$ cat src/rtl/score_event_encoder.sv
// Score-pulse producer: counts set bits of accepted destroy vectors and emits one
// gapped single-cycle pulse per object. Optional combo bonus under SCORE_EVT_BONUS_EN.
module score_event_encoder #(
  parameter int unsigned WIDTH = 10,
  parameter int unsigned GAP   = 1,
  parameter int unsigned CNT_W = 8
) (
  input  logic             clock,
  input  logic             reset,
  input  logic [WIDTH-1:0] des_in,
  input  logic             des_valid,
  output logic             des_ready,
  output logic [WIDTH-1:0] score_des,
  output logic             score_pulse,
  output logic [CNT_W-1:0] pending,
  output logic             busy
);

`ifdef SCORE_EVT_BONUS_EN
  localparam int unsigned BONUS_MAX = 2;
`else
  localparam int unsigned BONUS_MAX = 0;
`endif
  localparam int unsigned GAP_W     = $clog2(GAP + 1);
  localparam int unsigned POP_W     = $clog2(WIDTH + 1);
  localparam int unsigned READY_MAX = (1 << CNT_W) - 1 - WIDTH - BONUS_MAX;

  typedef enum logic [1:0] {
    IDLE = 2'd0,
    HIGH = 2'd1,
    LOW  = 2'd2
  } state_t;

  state_t             state_q, state_d;
  logic [GAP_W-1:0]   gap_q, gap_d;
  logic [POP_W-1:0]   pop;
  logic [CNT_W-1:0]   add;
  logic [CNT_W-1:0]   pending_d;
  logic               accept;
  logic               enter_high;

  // Popcount of the offered vector, plus the combo bonus when enabled
  always_comb begin
    pop = '0;
    for (int i = 0; i < int'(WIDTH); i++) begin
      pop = pop + POP_W'(des_in[i]);
    end
    add = CNT_W'(pop);
`ifdef SCORE_EVT_BONUS_EN
    if (pop >= POP_W'(3)) begin
      add = add + CNT_W'(2);
    end
`endif
  end

  // Threshold leaves headroom for a full vector plus bonus, so pending never wraps
  assign des_ready = (pending <= CNT_W'(READY_MAX));
  assign accept    = des_valid & des_ready;
  assign busy      = (state_q != IDLE) || (pending != '0);
  assign score_des = {{(WIDTH-1){1'b0}}, score_pulse};

  // Next-state logic: IDLE -> HIGH (one cycle) -> LOW (GAP cycles) -> IDLE
  always_comb begin
    state_d    = state_q;
    gap_d      = gap_q;
    enter_high = 1'b0;
    case (state_q)
      IDLE: begin
        if (pending != '0) begin
          enter_high = 1'b1;
          state_d    = HIGH;
        end
      end
      HIGH: begin
        gap_d   = GAP_W'(GAP);
        state_d = LOW;
      end
      LOW: begin
        gap_d = gap_q - GAP_W'(1);
        if (gap_d == '0) begin
          state_d = IDLE;
        end
      end
      default: state_d = IDLE;
    endcase
    pending_d = pending + (accept ? add : '0) - CNT_W'(enter_high);
  end

  // Pulse is a flop tracking the HIGH state so it is glitch-free downstream
  always_ff @(posedge clock) begin
    if (reset) begin
      state_q     <= IDLE;
      gap_q       <= '0;
      pending     <= '0;
      score_pulse <= 1'b0;
    end else begin
      state_q     <= state_d;
      gap_q       <= gap_d;
      pending     <= pending_d;
      score_pulse <= (state_d == HIGH);
    end
  end

endmodule

$ cat config.mk
export PLATFORM = sky130hd
export DESIGN_NAME = score_event_encoder
export DESIGN_NICKNAME = d
export VERILOG_FILES = /design/src/rtl/score_event_encoder.sv
export SDC_FILE = /design/constraint.sdc
export NUM_CORES = 1
export LEC_CHECK = 0
export BUFFER_PORTS_ARGS = -buffer_cell sky130_fd_sc_hd__buf_2
export CAP_MARGIN = 5
export CORE_ASPECT_RATIO = 1.4
export CORE_MARGIN = 2
export CORE_UTILIZATION = 52
export CTS_CLUSTER_SIZE = 25
export DETAILED_ROUTE_END_ITERATION = 10
export GPL_TIMING_DRIVEN = 0
export MAX_ROUTING_LAYER = met4
export PLACE_DENSITY = 0.82
export RECOVER_POWER = 100
export SKIP_LAST_GASP = 1
export SLEW_MARGIN = 10
export SYNTH_ARGS = -nofsm -noshare
export SYNTH_HDL_FRONTEND = slang
export SYNTH_SLANG_ARGS = --single-unit
$ cat constraint.sdc
create_clock -name clock -period 6.1 [get_ports clock]
set_input_delay 0.915 -clock clock [delete_from_list [all_inputs] [get_ports clock]]
set_output_delay 0.915 -clock clock [all_outputs]
set_load 0.05 [all_outputs]
==> results of run 1 <==
==> critical path, stage by stage <==
cell and delay [ps]:
buf_2 80, inv_1 50, fa_1 550, fa_1 450, fa_1 500, inv_1 50
ha_1 200, fa_1 490, nand2_1 60, ha_1 260, inv_1 70, ha_1 320
a211oi_1 400, o21ai_0 180, a21oi_1 200, mux2_1 330
==> sequential cells by signal, indices dropped and copies added (netlist names) <==
| register | cells |
|---|---|
| pending | 8 |
| state_q | 2 |
| gap_q | 1 |
| score_pulse | 1 |
==> through the flow <==
| stage | utilization | instance area [sq um] | setup slack (ps) | power [mW] | cells |
|---|---|---|---|---|---|
| after CTS | 0.652 | 1440 | 1320 | 0.842 | 204 |
| after floorplan | - | 1270 | 1410 | 0.655 | 155 |
| after global placement | 0.642 | 1410 | 1130 | 0.752 | 201 |
| after detailed placement | 0.642 | 1410 | 1020 | 0.790 | 201 |
| after global routing | 0.643 | 1420 | 1000 | 0.908 | 204 |
| final | 0.643 | 1420 | 1160 | 0.824 | 204 |
==> layer usage <==
metal,routed length [microns],track usage
met4,61,0.147
met3,130,0.0202
met2,1360,0.388
met5,0,-
met1,920,0.184
==> how the worst max path moves through the flow <==
| stage | endpoint | slack, ps |
|---|---|---|
| floorplan | pending[7] | 1410 |
| global route | pending[7] | 1000 |
| CTS | pending[7] | 1320 |
| global placement | pending[7] | 1130 |
| detailed placement | pending[7] | 1020 |
| finish | pending[7] | 1160 |
==> layout make-up <==
| class | count | area (sq um) |
|---|---|---|
| Buffer | 11 | 86.3 |
| Clock buffer | 3 | 22.5 |
| Fill cell | 204 | 787 |
| Inverter | 31 | 116 |
| Multi-Input combinational cell | 101 | 818 |
| Sequential cell | 12 | 240 |
| Tap cell | 22 | 27.5 |
| Timing Repair Buffer | 24 | 104 |
==> report_power, final <==
group / switching [mW] / internal, mW / leakage (nW)
combinational: 0.397 / 0.230 / 0.644
sequential: 0.0310 / 0.116 / 0.100
clock: 0.0273 / 0.0230 / 0.0138
total: 0.455 / 0.369 / 0.758
==> cell usage in the layout, fill, tap and decap left out, types with 2 or more instances in the layout <==
cell type and instances:
inv_1 31, ha_1 21, clkbuf_1 13, dfxtp_1 12
buf_2 11, buf_4 10, nor2_1 9, conb_1 9
fa_1 7, nand2_1 5, nor2b_1 5, a21oi_1 5
o21ai_0 5, a21o_1 4, nand3_1 4, clkbuf_4 3
and2_1 2, nand4_1 2, o211ai_1 2, nor4_1 2
nor3_1 2, nor3b_1 2
==> cells by family after synthesis <==
family / count (synthesis)
AO/OA/AOI/OAI: 23
XOR/XNOR: 2
buffers and inverters: 42
other: 1
adder cells (fa/ha/maj): 28
flip-flops: 12
AND/OR/NAND/NOR: 37
multiplexers: 2
==> impl_metrics.json, run 1 <==
{
  "critPathLaunch": "des_in[0]",
  "cts_setup_buffers": 0,
  "grt_max_degree": 11,
  "track_usage": 0.205,
  "worst_clock_skew_ps": 3.11,
  "setup_viol": 0,
  "cts_buffer_depth": 2,
  "drive_above_1_share": 0.143,
  "numPortBuffers": 24,
  "yosysTopAreaCell": "ha_1",
  "worstSetupPathType": "input pin to flip-flop",
  "areaGrowthSynthToFinish_pct": 14.5,
  "synth_edf_count": 0,
  "muxShareOfSynthArea": 0.0172,
  "vias": 1055,
  "syn_inst": 147,
  "irDropWorstVdd_uv": 396,
  "endpoint_kind": "flip-flop",
  "synth-simple-area-share": 0.157,
  "diodes": 0,
  "cts_max_level": 1,
  "power.density_mw_per_mm2": 582,
  "max_freq_ghz": 0.203,
  "dp_hpwl_mm": 2.10,
  "timing.rr.end": "pending[7]",
  "critPathMaxFanout": 3,
  "die_w_microns": 45.2,
  "drv_slew": 0,
  "hold_slack_ps": 544,
  "tns_ps": 0,
  "slew-limit-headroom": 0.589,
  "hold_depth": 2,
  "yosysMostFrequentCell": "inv_1",
  "min_from": "gap_q",
  "synth.area.top_cells": "ha_1 21%, dfxtp_1 19%, fa_1 11%",
  "cts_buffers": 3,
  "max-cap-violations": 0,
  "cts.sinks": 12,
  "synth_top_family_by_area": "adder cells",
  "cts_tree": "built",
  "detailedRoute.firstIterationViolations": 23,
  "synthDominantCellAreaShare": 0.213,
  "ant_nets": 0,
  "r2r.worst_path.cells": 12,
  "synth.distinct_cells": 35,
  "grt_pass1_vias": 1054,
  "fin_crit_sh": 0.809,
  "crit_required_ps": 6270,
  "io_pins": 34,
  "antenna_found_initial": 0,
  "yosys_warnings": 0,
  "startpoint_type": "input pin",
  "ys.flop_type": "dfxtp_1",
  "syn_avg_cell_area_sq_um": 8.41,
  "path_clk_slew_ps": 70,
  "avgViaCountPerCell": 5.17,
  "min_period_ps": 4940,
  "regToRegSetupSlack_ps": 3250,
  "hp-class": "flip-flop to flip-flop",
  "grt_overflow_total": 0,
  "layout.nets": 225,
  "hold_viol_final": 0,
  "insertion_delay_ps": 280,
  "rows": 20,
  "cts_root_buffer": "clkbuf_4",
  "start_util": 0.561,
  "ys_ff_latch": 12,
  "first_pass_iters": 4,
  "worstReg2RegStart": "pending[5]",
  "gp_congestion": 0.789,
  "fp.dieH_microns": 61.7,
  "min_to": "gap_q",
  "mappedNetlistArea_sq_mm": 0.00124,
  "grt_pass1_wl_mm": 3.97,
  "synth_commonest_cells": "31 x inv_1, 21 x ha_1, 12 x dfxtp_1",
  "ctsHoldBuffers": 0,
  "outcome": "finished, final reports clean",
  "arrival_ps": 5110,
  "synth_xor_area_frac": 0.0142,
  "async_reset_ff_frac": 0,
  "remaining_drc_errors": 0,
  "worstMarginPinSlew_ps": 618,
  "wl_per_cell_microns": 12.1,
  "leakage_nw": 0.758,
  "synthAdderAreaFrac": 0.326,
  "grt_setup_unrepaired": "false",
  "ys_seq_area_frac": 0.194,
  "die_area_sq_mm": 0.00279,
  "core_sq_mm": 0.00220,
  "wirelength_mm": 2.47,
  "cts-resized-gates": 0,
  "synth-compound-area-share": 0.124
}
No activity file was read; power rests on OpenSTA's default activity.
==> inputs of run 2 (changes only) <==
ABC_AREA = 1   (was default)
clock period = 4.8 ns   (was 6.1 ns; I/O delays follow)
==> run 2 against run 1 <==
  * Setup slack got worse by 730 ps
  * Design area increased by 1.7%
  * Register-to-register slack got worse by 840 ps
  * Sequential share of layout area decreased by 0.28 points
  * Core utilization increased by 0.35 points
  * Worst hold slack got worse by 49 ps
  * Via count increased by 4.6%
  * Non-clock buffer count decreased by 1
  * Count of clock-buffer cells in the layout increased by 1
  * Flip-flop and latch count unchanged
  * Global-route usage about the same
  * Die area increased by 0.37%
==> impl_metrics.json, run 2 <==
{
  "yosys_warnings": 0,
  "synthDominantCellAreaShare": 0.212,
  "ys_ff_latch": 12,
  "async_reset_ff_frac": 0,
  "synth.area.top_cells": "ha_1 21%, dfxtp_1 19%, inv_1 13%",
  "first_pass_iters": 4,
  "grt_setup_unrepaired": "false",
  "cts-resized-gates": 0,
  "reg.largest.list": "pending (8), state_q (2)",
  "worst_clock_skew_ps": 4.17,
  "hp-class": "flip-flop to flip-flop",
  "outcome": "finished, final reports clean",
  "max_stage_delay_ps": 540,
  "critical_path.cell_chain": "clkbuf_1 -> fa_1 -> inv_1 -> fa_1 -> fa_1 -> inv_1 -> ha_1 -> fa_1 -> xor2_1 -> nand2_1 -> ha_1 -> inv_1 -> ha_1 -> or2_0 -> and2_0 -> o21ai_1 -> a21oi_1",
  "min_period_ps": 4370,
  "cts_root_buffer": "clkbuf_4",
  "arrival_ps": 4520,
  "fin_crit_sh": 0.910,
  "synth_edf_count": 0,
  "die_area_sq_mm": 0.00280,
  "insertion_delay_ps": 270,
  "areaGrowthSynthToFinish_pct": 15.9,
  "worstSetupPathType": "input pin to flip-flop",
  "cts_buffer_depth": 2,
  "synth_commonest_cells": "43 x inv_1, 24 x nand2_1, 21 x ha_1",
  "cts_max_level": 1,
  "crit_required_ps": 4960,
  "ys_seq_area_frac": 0.194,
  "max_freq_ghz": 0.229,
  "ys.flop_type": "dfxtp_1",
  "cts_buffers": 3,
  "largest_register_ffs": 8,
  "wirelength_mm": 2.43,
  "final_cell_mix": "43 x inv_1, 24 x nand2_1, 21 x ha_1, 16 x nor2_1, 13 x clkbuf_1",
  "antenna_found_initial": 0,
  "endpoint_kind": "flip-flop",
  "crit_top_cell": "fa_1",
  "rows": 20,
  "max-cap-violations": 0,
  "slew-limit-headroom": 0.602,
  "ctsHoldBuffers": 0,
  "avgViaCountPerCell": 4.84,
  "gp_congestion": 0.836,
  "grt_overflow_total": 0,
  "slowest_stage": "fa_1",
  "vias": 1104,
  "worstMarginPinSlew_ps": 599,
  "layout.nets": 248,
  "grt_pass1_vias": 1063,
  "yosysTopAreaCell": "ha_1",
  "detailedRoute.firstIterationViolations": 17,
  "die_w_microns": 45.3,
  "numPortBuffers": 24,
  "core_sq_mm": 0.00223,
  "critPathMaxFanout": 3,
  "yosysMostFrequentCell": "inv_1",
  "largest_register": "pending",
  "tns_ps": 0,
  "start_util": 0.557,
  "grt_max_degree": 9,
  "drv_slew": 0,
  "cts_tree": "built",
  "ant_nets": 0,
  "grt_pass1_wl_mm": 4.20,
  "fp.dieH_microns": 61.8,
  "mappedNetlistArea_sq_mm": 0.00124,
  "wl_per_cell_microns": 10.7,
  "syn_avg_cell_area_sq_um": 7.30,
  "hold_viol_final": 0,
  "io_pins": 34,
  "dp_hpwl_mm": 2.15,
  "drive_above_1_share": 0.136,
  "synth.distinct_cells": 24,
  "setup_viol": 0,
  "final_common_cell": "inv_1",
  "diodes": 0,
  "path_clk_slew_ps": 80,
  "startpoint_type": "input pin",
  "syn_inst": 170,
  "cts.sinks": 12,
  "remaining_drc_errors": 0,
  "track_usage": 0.205,
  "cts_setup_buffers": 0
}
run 2: cell types whose count changed in the layout (fill, tap and decap cells not counted), moves of 3 or more:
cell / before / now
nand2_1: 5 / 24
inv_1: 31 / 43
nor2_1: 9 / 16
nor2b_1: 5 / 0
nand3_1: 4 / 8
a21o_1: 4 / 1
a21oi_1: 5 / 8
run 2: routing by layer:
metal	global-route usage	part of all wire	up-vias
met1	0.204	0.38	509
met5	-	0	-
li1	-	-	566
met3	0.0173	0.035	2
met4	0.0840	0.0074	0
met2	0.398	0.58	27
run 2: stage by stage:
step                 util  worst slack, ps  std cells  instance area [sq um]  hold WS (ps)
detailed placement  0.637              159        224                   1420           477
finish              0.646              431        228                   1440           494
global placement    0.637              306        224                   1420           468
floorplan               -              528        178                   1270           450
CTS                 0.653              438        228                   1460           496
global route        0.646              329        228                   1440           524
run 2: final cells by class:
type | instances | area, sq um
Buffer | 10 | 75.1
Sequential cell | 12 | 240
Timing Repair Buffer | 24 | 104
Multi-Input combinational cell | 111 | 787
Inverter | 45 | 169
Tap cell | 22 | 27.5
Fill cell | 216 | 788
Clock buffer | 4 | 36.3
run 2: worst paths after layout:
kind	from	end	slack [ps]	cells past startpoint
worst max-delay path	des_in[5]	pending[3]	430	17
worst min-delay path	gap_q	gap_q	490	1
worst max register to register	pending[4]	pending[4]	2410	14
worst min register to register	gap_q	gap_q	490	1
run 2: kinds of logic (layout without fill, tap and decap cells):
family	after synthesis	in the layout	share of synthesized area
XOR/XNOR	2	2	0.0141
AO/OA/AOI/OAI	16	16	0.0706
AND/OR/NAND/NOR	56	56	0.198
adder cells (fa/ha/maj)	28	28	0.325
flip-flops	12	12	0.194
other	1	9	0.00302
buffers and inverters	55	83	0.197
run 2: critical path, delay by kind of cell:
| family | cells | cell delay (ps) |
|---|---|---|
| adders and majority gates | 7 | 2690 |
| buffers and inverters | 4 | 230 |
| xor gates and xnor gates | 1 | 140 |
| and+or+nand+nor | 3 | 530 |
| AOI/OAI and AO/OA | 2 | 220 |
Power of run 2 is not shown: default switching activity piles up to over one toggle a cycle in this logic, so the estimate is an artifact.
